## src/rtl/midi_pkg.sv

```systemverilog
// Shared types and constants for the MIDI channel-voice message parser.
// Optional build macro used by the parser: MIDI_CHAN_FILTER_EN.
package midi_pkg;

  // Parser states: no running status, awaiting first/second data byte,
  // or discarding the payload of a SysEx / system-common message.
  typedef enum logic [1:0] {
    ST_IDLE    = 2'd0,
    ST_WAIT_D1 = 2'd1,
    ST_WAIT_D2 = 2'd2,
    ST_SKIP    = 2'd3
  } state_e;

  // Message type codes are status bits [6:4].
  localparam logic [2:0] MT_NOTE_OFF   = 3'd0;
  localparam logic [2:0] MT_NOTE_ON    = 3'd1;
  localparam logic [2:0] MT_POLY_AT    = 3'd2;
  localparam logic [2:0] MT_CC         = 3'd3;
  localparam logic [2:0] MT_PROG_CHG   = 3'd4;
  localparam logic [2:0] MT_CHAN_AT    = 3'd5;
  localparam logic [2:0] MT_PITCH_BEND = 3'd6;

  // Byte-class boundaries.
  localparam logic [7:0] RT_MIN  = 8'hF8;  // 0xF8..0xFF: real-time
  localparam logic [7:0] SYS_MIN = 8'hF0;  // 0xF0..0xF7: SysEx / system common
  localparam logic [7:0] SYS_EOX = 8'hF7;  // end of exclusive

  // Number of data bytes carried by a channel message, from the status
  // byte's high nibble: program change and channel aftertouch carry one.
  function automatic logic [1:0] data_len(input logic [3:0] status_hi);
    if (status_hi == 4'hC || status_hi == 4'hD) begin
      return 2'd1;
    end
    return 2'd2;
  endfunction

endpackage : midi_pkg

```

## src/rtl/midi_status_decode.sv

```systemverilog
// Combinational classifier for one received MIDI byte.
module midi_status_decode
  import midi_pkg::*;
(
  input  logic [7:0] byte_i,
  output logic       is_status_o,  // channel status 0x80..0xEF
  output logic       is_rt_o,      // real-time 0xF8..0xFF
  output logic       is_sys_o,     // SysEx / system common 0xF0..0xF7
  output logic       is_eox_o,     // 0xF7 end of exclusive
  output logic       needs_two_o   // channel message carries two data bytes
);

  // Pure byte-class decode; data bytes are the case where none of the
  // three class flags is set.
  always_comb begin
    is_rt_o     = (byte_i >= RT_MIN);
    is_sys_o    = (byte_i >= SYS_MIN) && (byte_i < RT_MIN);
    is_eox_o    = (byte_i == SYS_EOX);
    is_status_o = byte_i[7] && (byte_i < SYS_MIN);
    needs_two_o = (data_len(byte_i[7:4]) == 2'd2);
  end

endmodule : midi_status_decode

```

## src/rtl/midi_msg_parser.sv

```systemverilog
// MIDI channel-voice message parser: assembles status/data bytes from the
// UART receiver into complete messages with running status, transparent
// real-time bytes and SysEx/system-common skipping.
// Optional build macro: MIDI_CHAN_FILTER_EN -- report only messages on
// LISTEN_CHANNEL (parsing and running status still track all channels).
module midi_msg_parser
  import midi_pkg::*;
#(
  parameter  int NUM_CHANNELS   = 16,
  parameter  int LISTEN_CHANNEL = 0,
  localparam int CHAN_W         = $clog2(NUM_CHANNELS)
) (
  input  logic              clk_in,
  input  logic              rst_n_in,
  input  logic              byte_valid_in,
  input  logic [7:0]        byte_in,
  output logic              msg_valid_out,
  output logic [2:0]        msg_type_out,
  output logic [CHAN_W-1:0] chan_out,
  output logic [6:0]        data1_out,
  output logic [6:0]        data2_out,
  output logic              err_out
);

  localparam logic [CHAN_W-1:0] LISTEN_CHAN = CHAN_W'(LISTEN_CHANNEL);

  // Byte classification.
  logic is_status, is_rt, is_sys, is_eox, needs_two;

  midi_status_decode u_decode (
    .byte_i      (byte_in),
    .is_status_o (is_status),
    .is_rt_o     (is_rt),
    .is_sys_o    (is_sys),
    .is_eox_o    (is_eox),
    .needs_two_o (needs_two)
  );

  // Parser state and running status.
  state_e            state_q, state_d;
  logic [2:0]        rs_type_q, rs_type_d;   // running status type
  logic [CHAN_W-1:0] rs_chan_q, rs_chan_d;   // running status channel
  logic              rs_two_q, rs_two_d;     // running status needs data2
  logic [6:0]        d1_hold_q, d1_hold_d;   // data1 awaiting data2

  // Registered message/error outputs.
  logic              msg_valid_q, err_q;
  logic [2:0]        msg_type_q;
  logic [CHAN_W-1:0] chan_q;
  logic [6:0]        data1_q, data2_q;

  // Combinational completion results.
  logic       complete;
  logic       err_d;
  logic [6:0] cmp_d1, cmp_d2;
  logic [2:0] cmp_type;
  logic       chan_match;
  logic       report;

`ifdef MIDI_CHAN_FILTER_EN
  assign chan_match = (rs_chan_q == LISTEN_CHAN);
`else
  logic unused_listen;
  assign chan_match    = 1'b1;
  assign unused_listen = ^LISTEN_CHAN;
`endif

  // Next-state / running-status / completion decode for the current byte.
  // NOTE: every combinational output gets a default first so no path leaves
  // it unassigned -- that is what keeps this block free of inferred latches.
  always_comb begin
    state_d   = state_q;
    rs_type_d = rs_type_q;
    rs_chan_d = rs_chan_q;
    rs_two_d  = rs_two_q;
    d1_hold_d = d1_hold_q;
    complete  = 1'b0;
    err_d     = 1'b0;
    cmp_d1    = 7'd0;
    cmp_d2    = 7'd0;

    if (byte_valid_in && !is_rt) begin
      if (is_sys) begin
        // Any system byte cancels running status without error. EOX closes
        // a SysEx, so later stray data is again an error from IDLE.
        rs_type_d = 3'd0;
        rs_chan_d = '0;
        rs_two_d  = 1'b0;
        state_d   = is_eox ? ST_IDLE : ST_SKIP;
      end else if (is_status) begin
        // A new channel status abandons a half-received message only in
        // WAIT_D2: WAIT_D1 never holds a data byte of the current message,
        // since a data byte there either completes or moves to WAIT_D2.
        err_d     = (state_q == ST_WAIT_D2);
        rs_type_d = byte_in[6:4];
        rs_chan_d = byte_in[CHAN_W-1:0];
        rs_two_d  = needs_two;
        state_d   = ST_WAIT_D1;
      end else begin
        unique case (state_q)
          ST_IDLE: err_d = 1'b1;
          ST_SKIP: ;
          ST_WAIT_D1: begin
            if (rs_two_q) begin
              d1_hold_d = byte_in[6:0];
              state_d   = ST_WAIT_D2;
            end else begin
              complete = 1'b1;
              cmp_d1   = byte_in[6:0];
            end
          end
          ST_WAIT_D2: begin
            complete = 1'b1;
            cmp_d1   = d1_hold_q;
            cmp_d2   = byte_in[6:0];
            state_d  = ST_WAIT_D1;
          end
          default: state_d = ST_IDLE;
        endcase
      end
    end

    // NoteOn with zero velocity is reported as NoteOff.
    cmp_type = rs_type_q;
    if (rs_type_q == MT_NOTE_ON && cmp_d2 == 7'd0) begin
      cmp_type = MT_NOTE_OFF;
    end
  end

  assign report = complete && chan_match;

  // Parser state and running-status registers.
  // NOTE: sequential state uses non-blocking assignments so every register
  // samples the pre-edge values, independent of statement order.
  always_ff @(posedge clk_in or negedge rst_n_in) begin
    if (!rst_n_in) begin
      state_q   <= ST_IDLE;
      rs_type_q <= 3'd0;
      rs_chan_q <= '0;
      rs_two_q  <= 1'b0;
      d1_hold_q <= 7'd0;
    end else begin
      state_q   <= state_d;
      rs_type_q <= rs_type_d;
      rs_chan_q <= rs_chan_d;
      rs_two_q  <= rs_two_d;
      d1_hold_q <= d1_hold_d;
    end
  end

  // Output registers: strobes for one cycle, message fields hold until the
  // next reported completion.
  always_ff @(posedge clk_in or negedge rst_n_in) begin
    if (!rst_n_in) begin
      msg_valid_q <= 1'b0;
      err_q       <= 1'b0;
      msg_type_q  <= 3'd0;
      chan_q      <= '0;
      data1_q     <= 7'd0;
      data2_q     <= 7'd0;
    end else begin
      msg_valid_q <= report;
      err_q       <= err_d;
      if (report) begin
        msg_type_q <= cmp_type;
        chan_q     <= rs_chan_q;
        data1_q    <= cmp_d1;
        data2_q    <= cmp_d2;
      end
    end
  end

  assign msg_valid_out = msg_valid_q;
  assign err_out       = err_q;
  assign msg_type_out  = msg_type_q;
  assign chan_out      = chan_q;
  assign data1_out     = data1_q;
  assign data2_out     = data2_q;

endmodule : midi_msg_parser
```

## config.mk

```make
export PLATFORM = sky130hd
export DESIGN_NAME = midi_msg_parser
export DESIGN_NICKNAME = d
export VERILOG_FILES = /design/src/rtl/midi_pkg.sv /design/src/rtl/midi_status_decode.sv /design/src/rtl/midi_msg_parser.sv
export SDC_FILE = /design/constraint.sdc
export NUM_CORES = 1
export LEC_CHECK = 0
export CAP_MARGIN = 20
export CORE_ASPECT_RATIO = 2
export CORE_UTILIZATION = 40
export DETAILED_ROUTE_END_ITERATION = 10
export PLACE_DENSITY = 0.68
export SLEW_MARGIN = 5
export SYNTH_ARGS = -nofsm -noshare
export SYNTH_HDL_FRONTEND = slang
export SYNTH_SLANG_ARGS = --single-unit
```

## constraint.sdc

```tcl
create_clock -name clk_in -period 1.6 [get_ports clk_in]
set_input_delay 0.4 -clock clk_in [delete_from_list [all_inputs] [get_ports clk_in]]
set_output_delay 0.4 -clock clk_in [all_outputs]
set_load 0.02 [all_outputs]
```

Word level (Yosys, flattened, before mapping)
Cells that the tools add are included.

storage, ports and cells
  flip-flop bits (word level) = 40
  input bits = 11
  output and inout port bits = 23
  logic and storage cells = 71

cells by class
  magnitude comparators = 4
  eq/ne operators = 8
  multiplexer cells = 33
  bitwise gates (word level) = 2
  reduce and logical (&&, ||, !) cells = 13

operators with widths
  operator                                                         count
  7-bit 2-to-1 mux                                                 8
  8-bit greater-or-equal comparator, second input constant         2
  8-bit less-than comparator, second input constant                2
  7-bit one-hot mux with 2 select lines                            1
  2-bit 2-to-1 mux                                                 6
  1-bit 2-to-1 mux                                                 11
  3-bit 2-to-1 mux                                                 3
  4-bit == test, second input constant                             2
  8-bit == test, second input constant                             1
  4-bit 2-to-1 mux                                                 2
  7-bit zero test                                                  1
  5-bit AND reduction                                              1
  2-bit == test, second input constant                             2
  1-bit logical AND                                                4
  4-bit != test, second input constant                             1
  2-bit one-hot mux with 2 select lines                            1
  4-bit nonzero test                                               1
  3-bit by 1-bit == test with 1-bit output, second input constant  1
  3-bit AND reduction                                              1
  2-bit by 1-bit == test with 1-bit output, second input constant  1
  2-bit zero test                                                  1
  1-bit NOT                                                        2
  1-bit one-hot mux with 2 select lines                            1
  2-bit AND reduction                                              1
  other kinds (3)                                                  3

Logic depth before layout (Yosys ltp)
Gate-level depths: netlist (run 1).

  depth in word-level cells = 8
  depth in mapped cells = 8
  depth with buffers taken out = 7

Hierarchy
A second synthesis (run 1) with hierarchy kept.

second synthesis, totals
  cell total of the unflattened synthesis = 187
  area total of the unflattened synthesis = 1935.6 µm²

modules (own cells, without submodules)
  module              instances  cells each  area each (µm²)  sequential area each (µm²)
  midi_msg_parser     1          179         1883.1           1001.0
  midi_status_decode  1          8           52.6             0.0

Worst setup path before layout (run 1)
Ideal clock, no wire load.

  path type = register -> register
  start point = reg state_q[1]
  end point = reg state_q[1]
  setup time = 79 ps
  arrival = 1541 ps
  required time = 1521 ps
  slack = -21 ps
  cell stages (with the launch flop) = 8
  path buffers = 1
  clock period less this slack = 1621 ps
  path through = dfrtp_1 > inv_1 > ha_1 > nor2b_1 > buf_6 > or3b_1 > a21boi_2 > mux2i_1

on the way
  word-level cells in the longest chain between the ends = 4
  elaborated cells on any way between the ends = 8
  those cells by class = 3 x eq/ne; 3 x mux; 2 x reduce/logical

RTL lines
  what                                                                       line                    RTL
  from (decl)                                                                midi_msg_parser.sv:40   state_e state_q, state_d;
  from (signal assigned)                                                     midi_msg_parser.sv:143  state_q <= state_d;
  2-bit == test or 2-bit by 1-bit == test with 1-bit output (tied branches)  midi_msg_parser.sv:100  unique case (state_q)
  2-bit one-hot mux with 2 select lines                                      midi_msg_parser.sv:100
  2-bit 2-to-1 mux                                                           midi_msg_parser.sv:90   end else if (is_status) begin
  2-bit 2-to-1 mux                                                           midi_msg_parser.sv:83   if (is_sys) begin

Parallel ways exist; a longest one is shown, timed or not.
A chain may end at the register's enable or synchronous reset.

Final worst setup path (run 1)
Ends and elaborated chain as after synthesis.

==> impl_summary.log, run 1 <==
INFO  metric run_status = finished clean
INFO  metric worstSetupPathType = register to register
INFO  metric rsz_0062_raised_after_global_routing = true
INFO  metric synthesis.area = ~1700 sq um
INFO  metric groute.usage.overall = between 10% and 20%
INFO  metric cts-hold-fix-buffers = 0
INFO  metric fin_total_pwr = approximately 0.0037 W
INFO  metric synth_seq_area_share = 57.9%
INFO  metric post-route-util = between 50% and 60%
INFO  metric route.detailed.wl_per_inst = 14.4 um
INFO  metric number_of_cells_produced_by_synthesis = 164
INFO  metric max-vdd-ir-drop = between 0.9 and 1 mV
INFO  metric mostFrequentLayoutCells = nand2_1 (47), dfrtp_1 (40), buf_4 (26)
INFO  metric worstSetupEndpointType = register
INFO  metric final_layout_size_suffix_gt1_share = about 24%
INFO  metric drt_drc = 0
INFO  metric io_pins = 34
INFO  metric post-route-min-period = roughly 1600 ps
INFO  metric clockRootBuffer = clkbuf_8
INFO  metric critical_path_source_type = register
INFO  metric first_iter_violations = 28
INFO  metric detail_route.vias_per_cell = slightly above 5
INFO  metric final_antenna_net_count = 0
INFO  metric grt_max_degree = 36
INFO  metric core_area = between 4000 and 5000 sq um
INFO  metric drv_slew = 0
INFO  metric setup_tns = 0 ps
INFO  metric dieArea = 4610 sq um
INFO  metric layout_commonest_cell = nand2_1
INFO  metric clock_path_buffers = 2
INFO  metric cts.htree.levels = 2
INFO  metric worst_slew_pin_slew = approximately 440 ps
INFO  metric drt_wl_total = 3980 um
INFO  metric first_pass_grt_wire_length = around 6800 um
INFO  metric final_min_period_over_clock_period = a little over nine tenths
INFO  metric final_critical_path_setup_slack = approximately 23 ps
INFO  metric final.fill_count = about 380
INFO  metric nNetsFinal = 238
INFO  metric cap_violations = 0
INFO  metric setup_viol_count_final = 0
INFO  metric worst-endpoint-arrival = roughly 1800 ps
INFO  metric row_count = 33
INFO  metric hold_class = primary input to async pin
INFO  metric ys_seq_elements = 40
INFO  metric required = ~1800 ps
INFO  metric power_leakage = 1.23 nW
INFO  metric slowest_delay = between 300 and 400 ps
INFO  metric drt-pass1-iter-count = 4
INFO  metric post_synth_num_cell_types = 32
INFO  metric power_density_normalized_to_cell_area = approximately 1500 nW/um^2
INFO  metric start_util = 41.9%
INFO  metric syn-num-nets = about 180
INFO  metric cpLargestDelayFamily = simple AND/OR/NAND/NOR gates
INFO  metric tritoncts = yes
INFO  metric fin_worst_skew = 5.22 ps
INFO  metric detailed_place_hpwl = just over 3000 um
INFO  metric max-slew-margin-rel = between 70% and 80%
INFO  metric grt_antenna_before_repair = 0
INFO  metric routabilityCongestion = approximately 0.94
INFO  metric n_antenna_cell = 0
INFO  metric flow.area_growth_from_synthesis = 41.8%
INFO  metric routed-via-count = 1417
INFO  metric timing.critical_path.cells = inv_2 > ha_4 > nor2b_4 > or3b_4 > a21boi_4 > mux2i_1
INFO  metric tritoncts.num_buffers = 5
INFO  metric yosys_warnings = 0
INFO  metric clock_insertion_delay_worst_skew = roughly 280 ps
INFO  metric numPortBuffers = 33
INFO  metric cp.buffers_inverters = 1
INFO  metric critical_path.slowest_cell = or3b_4
INFO  metric maxClockFrequency = about 630 MHz
INFO  metric average_size_of_a_mapped_cell = ~11 sq um
INFO  metric clkSinkCount = 40
INFO  metric grt_remaining_overflow = 0
INFO  metric die_x = between 40 and 50 um
INFO  metric post-place-ws = -272 ps
INFO  metric hold_viol_final = 0
INFO  metric cts.clk_slew.worst_paths = approximately 70 ps
INFO  metric crit_path_max_fo = 3
INFO  metric first_global_vias = around 1500
INFO  metric die_h = ~95 um
==> final timing paths <==
path / from / to / slack, ps / cells after the start
min in group clk_in: data2_out[2]$_DFFE_PN0P_ / data2_out[2]$_DFFE_PN0P_ / 470 / 2
max in group asynchronous: rst_n_in / chan_out[2]$_DFFE_PN0P_ / 1080 / 2
worst max-delay path: state_q[1]$_DFFE_PN0P_ / state_q[1]$_DFFE_PN0P_ / 20 / 6
worst min-delay path: rst_n_in / data2_out[4]$_DFFE_PN0P_ / 50 / 1
worst min register to register: data2_out[2]$_DFFE_PN0P_ / data2_out[2]$_DFFE_PN0P_ / 470 / 2
worst max register to register: state_q[1]$_DFFE_PN0P_ / state_q[1]$_DFFE_PN0P_ / 20 / 6
==> per-layer routing <==
metal | track usage, % | vias up | wire, um | part of all wire (%)
li1 | - | 683 | - | -
met1 | 20.9 | 682 | 1500 | 38
met2 | 35.9 | 39 | 2200 | 55
met3 | 3.06 | 13 | 137 | 3.4
met4 | 13.2 | 0 | 151 | 3.8
met5 | 0 | - | 0 | 0
==> through the flow <==
| stage | area (sq um) | hold WS [ps] | instances |
|---|---|---|---|
| after detailed placement | 2320 | 379 | 267 |
| final | 2450 | 49.2 | 277 |
| after global placement | 2320 | 365 | 267 |
| after floorplan | 1750 | 104 | 164 |
| after global routing | 2450 | 83.4 | 277 |
| after CTS | 2420 | 67.1 | 275 |
==> registers in the layout, indices dropped and copies added (netlist names) <==
| signal | flops |
|---|---|
| rs_chan_q | 4 |
| msg_valid_out | 1 |
| d1_hold_q | 7 |
| msg_type_out | 3 |
| chan_out | 4 |
| data2_out | 7 |
| state_q | 2 |
| err_out | 1 |
| rs_type_q | 3 |
| data1_out | 7 |
| rs_two_q | 1 |
==> Yosys cell counts (all sizes together) <==
master / count / area, sq um
nand2: 47 / 176
dfrtp: 40 / 1000
o21ai: 17 / 85.1
a22oi: 7 / 52.6
buf: 6 / 36.3
mux2: 6 / 67.6
a22o: 5 / 43.8
nand3: 5 / 25.0
ha: 3 / 37.5
inv: 3 / 11.3
nor2b: 3 / 21.3
a21boi: 2 / 18.8
a21oi: 2 / 10.0
clkbuf: 2 / 7.51
mux2i: 2 / 20.0
a211oi: 1 / 7.51
a41o: 1 / 10.0
and2: 1 / 6.26
clkinv: 1 / 3.75
nand2b: 1 / 6.26
nand4: 1 / 6.26
nor3: 1 / 5.00
nor3b: 1 / 7.51
nor4: 1 / 6.26
o211a: 1 / 10.0
o211ai: 1 / 21.3
o22a: 1 / 8.76
o31ai: 1 / 7.51
or3b: 1 / 8.76
==> power breakdown <==
part	switching [W]	internal, W	total, W
Sequential	0.000168	0.00132	0.00149
Combinational	0.000754	0.000649	0.00140
Clock	0.000323	0.000463	0.000785
==> layout make-up <==
| class | count | area, sq um | area share (%) |
|---|---|---|---|
| flip-flops and latches | 40 | 1000 | 40.8 |
| clock buffers | 6 | 72.6 | 2.96 |
| well taps | 52 | 65.1 | 2.65 |
| clock inverters | 2 | 35.0 | 1.43 |
| repair buffers | 61 | 534 | 21.8 |
| multi-input cells | 112 | 728 | 29.7 |
| inverters | 4 | 16.3 | 0.663 |
==> worst register-to-register path: stages (launching register included) <==
cell,delay [ps]
dfrtp_1,380
inv_2,90
ha_4,170
nor2b_4,130
or3b_4,390
a21boi_4,160
mux2i_1,190
==> timing repair <==
| action | 4_1_cts | 5_1_grt |
|---|---|---|
| pin swaps | 2 | 3 |
| endpoints found under the setup margin | 26 | 8 |
| gates resized for setup | 28 | 4 |
| setup buffers | 0 | 2 |
==> kinds of logic (layout without fill, tap and decap cells) <==
group / after synthesis / count (layout) / share of synthesized area (%)
adder cells (fa/ha/maj): 3 / 3 / 2.17
AND/OR/NAND/NOR: 62 / 62 / 15.6
flip-flops: 40 / 40 / 57.9
multiplexers: 8 / 8 / 5.06
buffers and inverters: 12 / 73 / 3.40
AO/OA/AOI/OAI: 39 / 39 / 15.9
Power figures use the tool's default switching activity.
==> run 2: changes to the inputs <==
- CORE_UTILIZATION: 40 -> 25
- PLACE_DENSITY: 0.68 -> 0.47
==> run 2 against run 1 <==
Against the previous run:
- flip-flop and latch count unchanged
- worst hold slack improved by 29 ps
- power increased by 6.0%
- sequential share of layout area decreased by 1.6 points
- cell count increased by 13%
- the flow now finishes with violations (setup timing)
- clock-buffer cell count increased by 2
- highest routed layer unchanged
- register-to-register slack got worse by 30 ps
- largest cell class unchanged
==> impl_summary.log, run 2 (same netlist as run 1, synthesis figures left out) <==
INFO  metric run_status = finished, violations left
INFO  metric failing_checks = setup timing
INFO  metric maxClockFrequency = 622 MHz
INFO  metric cp.buffers_inverters = 1
INFO  metric critical_path_source_type = register
INFO  metric gr-max-usage-layer = met2
INFO  metric fin_total_pwr = about 0.0039 W
INFO  metric cts.clk_slew.worst_paths = about 60 ps
INFO  metric drv_slew = 0
INFO  metric power_leakage = 1.26 nW
INFO  metric n_antenna_cell = 0
INFO  metric critical_path.slowest_cell = dfrtp_1
INFO  metric die_h = between 100 and 150 um
INFO  metric mostFrequentLayoutCells = nand2_1 (47), dfrtp_1 (40), buf_4 (25)
INFO  metric final.fill_count = around 730
INFO  metric grt_antenna_before_repair = 0
INFO  metric final_min_period_over_clock_period = 101%
INFO  metric clock_insertion_delay_worst_skew = between 200 and 300 ps
INFO  metric grt_max_degree = 41
INFO  metric crit_path_from = state_q[0]$_DFFE_PN0P_
INFO  metric grt_remaining_overflow = 0
INFO  metric crit-reg2reg-launch = state_q[0]$_DFFE_PN0P_
INFO  metric groute.usage.overall = 14.0%
INFO  metric io_pins = 34
INFO  metric core_area = approximately 6700 sq um
INFO  metric clockRootBuffer = clkbuf_16
INFO  metric crit_reg_reg_endpoint = state_q[1]$_DFFE_PN0P_
INFO  metric final_layout_size_suffix_gt1_share = between 20% and 30%
INFO  metric max-vdd-ir-drop = between 0.5 and 0.6 mV
INFO  metric routed-via-count = around 1400
INFO  metric met1_usage = between 15 and 20%
INFO  metric combPwrFrac = a little over a third
INFO  metric first_pass_grt_wire_length = between 7000 and 8000 um
INFO  metric cts.htree.levels = 2
INFO  metric power_report.internal_total = between 0.002 and 0.003 W
INFO  metric route.detailed.wl_per_inst = between 10 and 15 um
INFO  metric worstSetupPathType = register to register
INFO  metric switching_power = approximately 0.0013 W
INFO  metric rsz_0062_raised_after_global_routing = true
INFO  metric hold_class = primary input to async pin
INFO  metric drt_drc = 0
INFO  metric die_x = between 60 and 70 um
INFO  metric tritoncts = yes
INFO  metric numPortBuffers = 33
INFO  metric swShare = roughly 33%
INFO  metric met2_usage = a little under a quarter
INFO  metric r2r_slack = -9 ps
INFO  metric cpLargestDelayFamily = flip-flops
INFO  metric dieArea = slightly above 7000 sq um
INFO  metric cap_violations = 0
INFO  metric start_util = 25.9%
INFO  metric worst-endpoint-arrival = between 1500 and 2000 ps
INFO  metric post-place-ws = -306 ps
INFO  metric setup_tns = -8.57 ps
INFO  metric final_antenna_net_count = 0
INFO  metric number_of_cell_instances_on_the_worst_register_to_register_path = 5
INFO  metric flow.area_growth_from_synthesis = 47.8%
INFO  metric final_critical_path_setup_slack = -8.57 ps
INFO  metric first_iter_violations = 29
INFO  metric timing.critical_path.cells = inv_2 > ha_4 > or3b_4 > a21boi_4 > mux2i_1
INFO  metric drt-pass1-iter-count = 4
INFO  metric worstSetupEndpoint = state_q[1]$_DFFE_PN0P_
INFO  metric clkSinkCount = 40
INFO  metric nNetsFinal = roughly 240
INFO  metric final.hold.worst_slack = a little under 80 ps
INFO  metric slowest_delay = 400 ps
INFO  metric multi_input_area = around 740 sq um
INFO  metric worstSetupEndpointType = register
INFO  metric fin_worst_skew = 3.42 ps
INFO  metric tritoncts.num_buffers = 5
INFO  metric clock_path_buffers = 2
INFO  metric row_count = 42
INFO  metric post-route-min-period = 1610 ps
INFO  metric setup_viol_count_final = 1
INFO  metric regArea = about 1000 sq um
INFO  metric required = between 1500 and 2000 ps
INFO  metric routabilityCongestion = ~0.84
INFO  metric cts-hold-fix-buffers = 0
INFO  metric worst-path-stages = 5
INFO  metric grt_use_met3 = 2.26%
INFO  metric hold_viol_final = 0
INFO  metric power_density_normalized_to_cell_area = 1530 nW/um^2
INFO  metric crit_path_max_fo = 3
INFO  metric layout_commonest_cell = nand2_1
INFO  metric detailed_place_hpwl = 3350 um
INFO  metric share_seq_of_total_power = a little under two fifths
INFO  metric drt_wl_total = around 4400 um
INFO  metric detail_route.vias_per_cell = roughly 4.4
INFO  metric first_global_vias = between 1000 and 1500
INFO  metric clock_power_share = between 20% and 30%
INFO  metric worst_slew_pin_slew = 238 ps
INFO  metric max-slew-margin-rel = between 80% and 90%
-- run 2: worst min-delay path by stage --
stage	from	to	slack, ps
after floorplan	rst_n_in	chan_out[0]$_DFFE_PN0P_	100
after CTS	rst_n_in	msg_valid_out$_DFF_PN0_	90
final	rst_n_in	chan_out[1]$_DFFE_PN0P_	80
after detailed placement	rst_n_in	msg_valid_out$_DFF_PN0_	400
after global routing	rst_n_in	chan_out[1]$_DFFE_PN0P_	100
after global placement	rst_n_in	msg_valid_out$_DFF_PN0_	390
-- run 2: timing repair --
| action | 4_1_cts | 5_1_grt |
|---|---|---|
| buffers inserted | 0 | 1 |
| pin swaps | 3 | 2 |
| gates resized for setup | 29 | 8 |
| cloned | 0 | 0 |
| setup endpoints to repair | 25 | 7 |
-- run 2: through the flow --
step | instances | instance area (sq um) | util (%)
3_5_place_dp | 304 | 2370 | 35.5
5_1_grt | 313 | 2550 | 38.3
3_3_place_gp | 304 | 2370 | 35.5
4_1_cts | 312 | 2510 | 37.7
2_1_floorplan | 164 | 1750 | -
6_report | 313 | 2550 | 38.3
-- run 2: layout make-up --
cell class                 count  area share (%)
clock buffer                   8            5.73
inverter                       4           0.637
multi-input combinational    112            29.0
sequential                    40            39.2
tap                           88            4.31
timing repair buffer          61            21.2
-- run 2: metal layers --
layer	share of wire (%)	vias to the layer above
met5	0	-
met4	2.3	0
met3	2.7	6
met2	55	22
met1	40	668
li1	-	693
-- run 2: power groups by stage --
stage / logic, W / registers, W / clock network [W]
after floorplan: 0.000593 / 0.00169 / 0
after global placement: 0.00146 / 0.00149 / 0
after detailed placement: 0.00148 / 0.00150 / 0
after CTS: 0.00142 / 0.00148 / 0.00104
after global routing: 0.00157 / 0.00152 / 0.00107
final: 0.00142 / 0.00147 / 0.00101
